===== config.mk =====
export PLATFORM = sky130hd
export DESIGN_NAME = vga_timing_gen
export DESIGN_NICKNAME = d
export VERILOG_FILES = /design/src/rtl/vga_timing_gen.sv
export SDC_FILE = /design/constraint.sdc
export NUM_CORES = 1
export LEC_CHECK = 0
export CORE_MARGIN = 2
export CORE_UTILIZATION = 51
export CTS_CLUSTER_SIZE = 40
export DETAILED_ROUTE_END_ITERATION = 6
export HOLD_SLACK_MARGIN = 0.06
export MAX_ROUTING_LAYER = met4
export PLACE_DENSITY = 0.8
export RECOVER_POWER = 100
export SLEW_MARGIN = 20
export SYNTH_ARGS = -nofsm -noshare
export SYNTH_HDL_FRONTEND = slang
export SYNTH_SLANG_ARGS = --single-unit

===== constraint.sdc =====
create_clock -name vgaclk -period 2.3 [get_ports vgaclk]
set_input_delay 0.575 -clock vgaclk [delete_from_list [all_inputs] [get_ports vgaclk]]
set_output_delay 0.575 -clock vgaclk [all_outputs]
set_load 0.03 [all_outputs]

===== src/rtl/vga_timing_gen.sv =====
// vga_timing_gen: parametrised VGA raster timing generator with registered sync/blank/strobe outputs.
// Latency: 1 vgaclk from the internal (div, h, v) state to every output pin.
// Backpressure: none; en low freezes the raster in place, restart zeroes it on the next edge.
//
// Ports:
//   vgaclk, reset_n          clock and asynchronous active-low reset
//   en, restart              advance enable / synchronous frame restart (restart wins)
//   hsync, vsync, sync_b     sync pins at HS_POL/VS_POL, composite sync active-low
//   blank_b, de              high inside the active area
//   x, y                     raw raster position, blanking included
//   pix_valid                first vgaclk of each pixel
//   line_start, frame_start  one-cycle strobes at (0, y) and (0, 0)
//   req_x, req_y, req_valid  position LEAD pixels ahead, and whether it is visible
module vga_timing_gen #(
    parameter int HACTIVE = 640,
    parameter int HFP     = 16,
    parameter int HSYN    = 96,
    parameter int HBP     = 48,
    parameter int VACTIVE = 480,
    parameter int VFP     = 10,
    parameter int VSYN    = 2,
    parameter int VBP     = 33,
    parameter int CW      = 10,
    parameter bit HS_POL  = 1'b0,
    parameter bit VS_POL  = 1'b0,
    parameter int PIX_DIV = 1,
    parameter int LEAD    = 0
) (
    input  logic          vgaclk,
    input  logic          reset_n,
    input  logic          en,
    input  logic          restart,
    output logic          hsync,
    output logic          vsync,
    output logic          sync_b,
    output logic          blank_b,
    output logic          de,
    output logic [CW-1:0] x,
    output logic [CW-1:0] y,
    output logic          pix_valid,
    output logic          line_start,
    output logic          frame_start,
    output logic [CW-1:0] req_x,
    output logic [CW-1:0] req_y,
    output logic          req_valid
);

    localparam int HMAX = HACTIVE + HFP + HSYN + HBP;
    localparam int VMAX = VACTIVE + VFP + VSYN + VBP;
    localparam int DW   = (PIX_DIV > 1) ? $clog2(PIX_DIV) : 1;
    // Decode compares run one bit wider so that a boundary equal to 2**CW still fits.
    localparam int CX   = CW + 1;

    localparam logic [DW-1:0] DIV_LAST = DW'(PIX_DIV - 1);
    localparam logic [CW-1:0] H_LAST   = CW'(HMAX - 1);
    localparam logic [CW-1:0] V_LAST   = CW'(VMAX - 1);
    localparam logic [CX-1:0] H_ACT    = CX'(HACTIVE);
    localparam logic [CX-1:0] V_ACT    = CX'(VACTIVE);
    localparam logic [CX-1:0] HS_BEG   = CX'(HACTIVE + HFP);
    localparam logic [CX-1:0] HS_END   = CX'(HACTIVE + HFP + HSYN);
    localparam logic [CX-1:0] VS_BEG   = CX'(VACTIVE + VFP);
    localparam logic [CX-1:0] VS_END   = CX'(VACTIVE + VFP + VSYN);
    localparam logic [CX-1:0] HMAX_X   = CX'(HMAX);
    localparam logic [CX-1:0] LEAD_X   = CX'(LEAD);

    logic [DW-1:0] div;
    logic [CW-1:0] h;
    logic [CW-1:0] v;
    logic          pix_ce;

    assign pix_ce = en & (div == DIV_LAST);

    // Raster counters. restart takes priority over en so a frozen raster can still be rewound.
    always_ff @(posedge vgaclk or negedge reset_n) begin
        if (!reset_n) begin
            div <= '0;
            h   <= '0;
            v   <= '0;
        end else if (restart) begin
            div <= '0;
            h   <= '0;
            v   <= '0;
        end else if (en) begin
            div <= (div == DIV_LAST) ? '0 : div + 1'b1;
            if (pix_ce) begin
                if (h == H_LAST) begin
                    h <= '0;
                    v <= (v == V_LAST) ? '0 : v + 1'b1;
                end else begin
                    h <= h + 1'b1;
                end
            end
        end
    end

    logic [CX-1:0] hx;
    logic [CX-1:0] vx;
    logic [CX-1:0] rh_sum;
    logic [CX-1:0] rh;
    logic [CW-1:0] rv;
    logic          hs_act;
    logic          vs_act;
    logic          act;
    logic          pv_d;
    logic          req_ok;

    always_comb begin
        hx     = {1'b0, h};
        vx     = {1'b0, v};
        hs_act = (hx >= HS_BEG) && (hx < HS_END);
        vs_act = (vx >= VS_BEG) && (vx < VS_END);
        act    = (hx < H_ACT) && (vx < V_ACT);
        pv_d   = en & (div == '0);

        // Look-ahead position; LEAD < HMAX so at most one line wrap is possible.
        rh_sum = hx + LEAD_X;
        rh     = rh_sum;
        rv     = v;
        if (rh_sum >= HMAX_X) begin
            rh = rh_sum - HMAX_X;
            rv = (v == V_LAST) ? '0 : v + 1'b1;
        end
        req_ok = (rh < H_ACT) && ({1'b0, rv} < V_ACT);
    end

    // Every pin comes straight from a flop so the DAC sees glitch-free levels.
    always_ff @(posedge vgaclk or negedge reset_n) begin
        if (!reset_n) begin
            hsync       <= ~HS_POL;
            vsync       <= ~VS_POL;
            sync_b      <= 1'b1;
            blank_b     <= 1'b0;
            de          <= 1'b0;
            x           <= '0;
            y           <= '0;
            pix_valid   <= 1'b0;
            line_start  <= 1'b0;
            frame_start <= 1'b0;
            req_x       <= '0;
            req_y       <= '0;
            req_valid   <= 1'b0;
        end else begin
            hsync       <= hs_act ? HS_POL : ~HS_POL;
            vsync       <= vs_act ? VS_POL : ~VS_POL;
            sync_b      <= ~(hs_act | vs_act);
            blank_b     <= act;
            de          <= act;
            x           <= h;
            y           <= v;
            pix_valid   <= pv_d;
            line_start  <= pv_d & (h == '0);
            frame_start <= pv_d & (h == '0) & (v == '0);
            req_x       <= rh[CW-1:0];
            req_y       <= rv;
            req_valid   <= req_ok;
        end
    end

endmodule


==> impl_metrics.py, run 1 <==
metrics = {
    "final_layout": {
        "multiInputGateArea_um2": 1050,
        "area_growth_pct": 30.8,
        "layout-drive-gt1-share": 0.127,
        "insertedDiodeCount": 0,
        "post-route-util": 0.698,
        "layout.nets": 330,
        "fill_cells": 386,
        "seqCellArea_um2": 1580,
        "layout_common_cells": "dfrtp_1, dlygate4sd3_1, nor2_1",
        "final_common_cell": "dfrtp_1",
    },
    "synth": {
        "synth-seq-cells": 63,
        "synth_top_area_cell": "dfrtp_1",
        "yosysSeqAreaShare": 0.572,
        "synth_warnings": 0,
        "async_reset_ff_frac": 1.00,
        "synth_ff_type": "dfrtp_1",
        "synth.distinct_cells": 47,
        "synthesis.area_um2": 2760,
        "netlist_top_cells_area": "dfrtp_1, ha_1, nor2_1",
        "synth_nets": 261,
        "syn_avg_cell_area_um2": 11.1,
        "yosys.area.top_type_share": 0.544,
        "synthCells": 249,
        "synth_edf_count": 0,
    },
    "die": {
        "rows": 26,
        "dieHeight_um": 77.6,
        "core-area_um2": 5170,
        "die-width_um": 77.6,
        "die-area_um2": 6020,
        "io-pin-count": 53,
        "initial_core_util": 0.534,
    },
    "pwr": {
        "clockPowerShare": 0.432,
        "p_comb_frac": 0.082,
        "p_leak_uw": 0.00169,
        "internal_power_uw": 1850,
        "switchingPower_uw": 542,
        "ir_drop_uv": 476,
        "p_sw_frac": 0.227,
        "power.density_nw_per_um2": 663,
        "p_seq_frac": 0.486,
    },
    "drt": {
        "postRouteAntennaNets": 0,
        "vias_per_cell": 5.55,
        "wl_per_cell_um": 15.6,
        "initialDrtViolationCount": 168,
        "dr.pass1.iters": 4,
        "drc": 0,
        "routed-via-count": 2180,
        "routed_wl_um": 6120,
    },
    "sta": {
        "fin_setup_tns_ns": 0,
        "tightest_slew_ns": 1.48,
        "fin_crit_ns": 2.19,
        "max_freq_mhz": 456,
        "rsz0062_at_grt": "false",
        "finClkSkew_ns": 0.00666,
        "setup_viol_count_final": 0,
        "drv_slew": 0,
        "slew_headroom": 0.0160,
        "period_share": 0.953,
        "timing.final.hold_violations": 0,
    },
    "grt": {
        "grt.total_usage": 0.228,
        "grt_max_degree": 64,
        "antenna_found_initial": 0,
        "first_global_vias": 2062,
        "overflow": 0,
        "grt_pass1_wl_um": 10200,
    },
    "worst_setup_path": {
        "critPathCaptureType": "register",
        "crit_path_max_incr_delay_ns": 0.55,
        "critPathRequiredTime_ns": 2.51,
        "critPathLaunchType": "primary input",
        "path_cells": "dlygate4sd3_1 -> or4b_4 -> nor3_4 -> buf_4 -> nor2_1 -> o21ai_0 -> o21ai_1",
        "path_max_fanout": 7,
        "arrival_ns": 2.40,
        "critPathKind": "in -> reg",
        "slowest_stage": "dlygate4sd3_1",
    },
    "clocking": {
        "path_clk_slew_ns": 0.06,
        "htreeDepth": 3,
        "worstSkewPairLatency_ns": 0.33,
        "cts_setup_buffers": 0,
        "cts_resized": 0,
        "numCtsBuffers": 9,
        "cts_tree": "yes",
        "cts_hold_buf": 0,
        "root_buffer": "clkbuf_8",
        "clkSinkCount": 63,
        "clockBufferDepth": 2,
    },
    "min_path": {
        "hold_path_class": "reg -> reg",
    },
    "placement": {
        "dpl.hpwl_um": 4200,
        "routabilityCongestion": 0.948,
        "io_buffers": 52,
    },
    "run_status": {
        "outcome": "complete, no violations",
    },
    "flow_run": {
        "maxCapViolCount": 0,
    },
}
[path summary, 6_finish.rpt]
check / depth (start not counted) / slack (ns) / endpoint / from
worst max-delay path: 7 / 0.11 / v[2]$_DFFE_PN0P_ / en
worst min-delay path: 0 / 0.50 / y[9]$_DFF_PN0_ / v[9]$_DFFE_PN0P_
worst max register to register: 6 / 0.12 / req_valid$_DFF_PN0_ / v[1]$_DFFE_PN0P_
worst min register to register: 0 / 0.50 / y[9]$_DFF_PN0_ / v[9]$_DFFE_PN0P_
max in group asynchronous: 2 / 0.74 / x[6]$_DFF_PN0_ / reset_n
min in group asynchronous: 2 / 0.68 / req_y[2]$_DFF_PN0_ / reset_n
[cell families (layout without fill, tap and decap cells)]
kind of cell / Yosys count / count (layout) / synth area share
multiplexers: 4 / 4 / 0.0145
AND/OR/NAND/NOR: 90 / 90 / 0.183
buffers and inverters: 25 / 99 / 0.0467
AO/OA/AOI/OAI: 48 / 48 / 0.112
flip-flops: 63 / 63 / 0.572
adder cells (fa/ha/maj): 8 / 8 / 0.0362
XOR/XNOR: 11 / 11 / 0.0349
[layer usage]
metal | track usage | up-vias | wire, um
li1 | - | 998 | -
met1 | 0.318 | 1072 | 2760
met2 | 0.316 | 91 | 2850
met3 | 0.0512 | 19 | 332
met4 | 0.111 | 0 | 177
met5 | - | - | 0
[Yosys cell counts (2+ instances only)]
cell type	instances
nor2b_1	7
nand2b_1	2
o41ai_1	2
or3_1	6
and3_1	4
inv_1	9
a22o_1	2
nor2_1	22
buf_4	7
nand4_1	4
xnor2_1	6
nand3_1	11
dfrtp_1	60
o31ai_2	3
o21ai_0	16
o21ai_1	10
or2_2	2
or4_1	2
a21oi_1	4
mux2i_1	4
nor3_1	4
ha_1	8
nand2_1	12
o21a_1	2
and2_1	3
dfstp_2	3
o31ai_1	3
clkbuf_1	7
xor2_1	5
nand4b_1	2
[cell type report]
cell class | count | share of cell area
inverters | 9 | 0.00936
multi-input cells | 161 | 0.290
well taps | 70 | 0.0243
flip-flops and latches | 63 | 0.438
clock buffers | 14 | 0.0534
clock inverters | 2 | 0.00970
repair buffers | 74 | 0.176
[per-stage QoR]
stage               setup WS, ns  area [um^2]  hold WS (ns)  power (uW)  std cells
floorplan                  0.379         2760         0.279        1290        249
global placement         -0.0789         3450         0.483        1390        377
detailed placement        -0.121         3450         0.480        1390        377
CTS                        0.201         3670         0.250        2430        393
global route              0.0619         3610         0.526        2490        393
finish                     0.109         3610         0.504        2390        393
[critical path: cells and delay by family]
kind / cells / cell delay (ns)
AO/OA/AOI/OAI: 2 / 0.36
AND/OR/NAND/NOR: 3 / 0.77
buffers and inverters: 2 / 0.70
[registers in the layout, indices dropped and copies added, names as in the netlist, 5 cells and up]
register / count
req_y: 10
req_x: 10
y: 10
v: 10
x: 5
h: 10
[power groups by stage]
stage | sequential [uW] | clock (uW) | combinational (uW)
2_1_floorplan | 1220 | 0 | 71.4
3_3_place_gp | 1180 | 0 | 206
3_5_place_dp | 1180 | 0 | 209
4_1_cts | 1160 | 1050 | 213
5_1_grt | 1170 | 1110 | 213
6_report | 1160 | 1040 | 196
No activity file was read; power rests on OpenSTA's default activity.
==> run 2: changes to the inputs <==
- CTS_CLUSTER_DIAMETER: unset -> 150
==> results of run 2 <==
Final layout, timing and power as in run 1 (identical DEF).
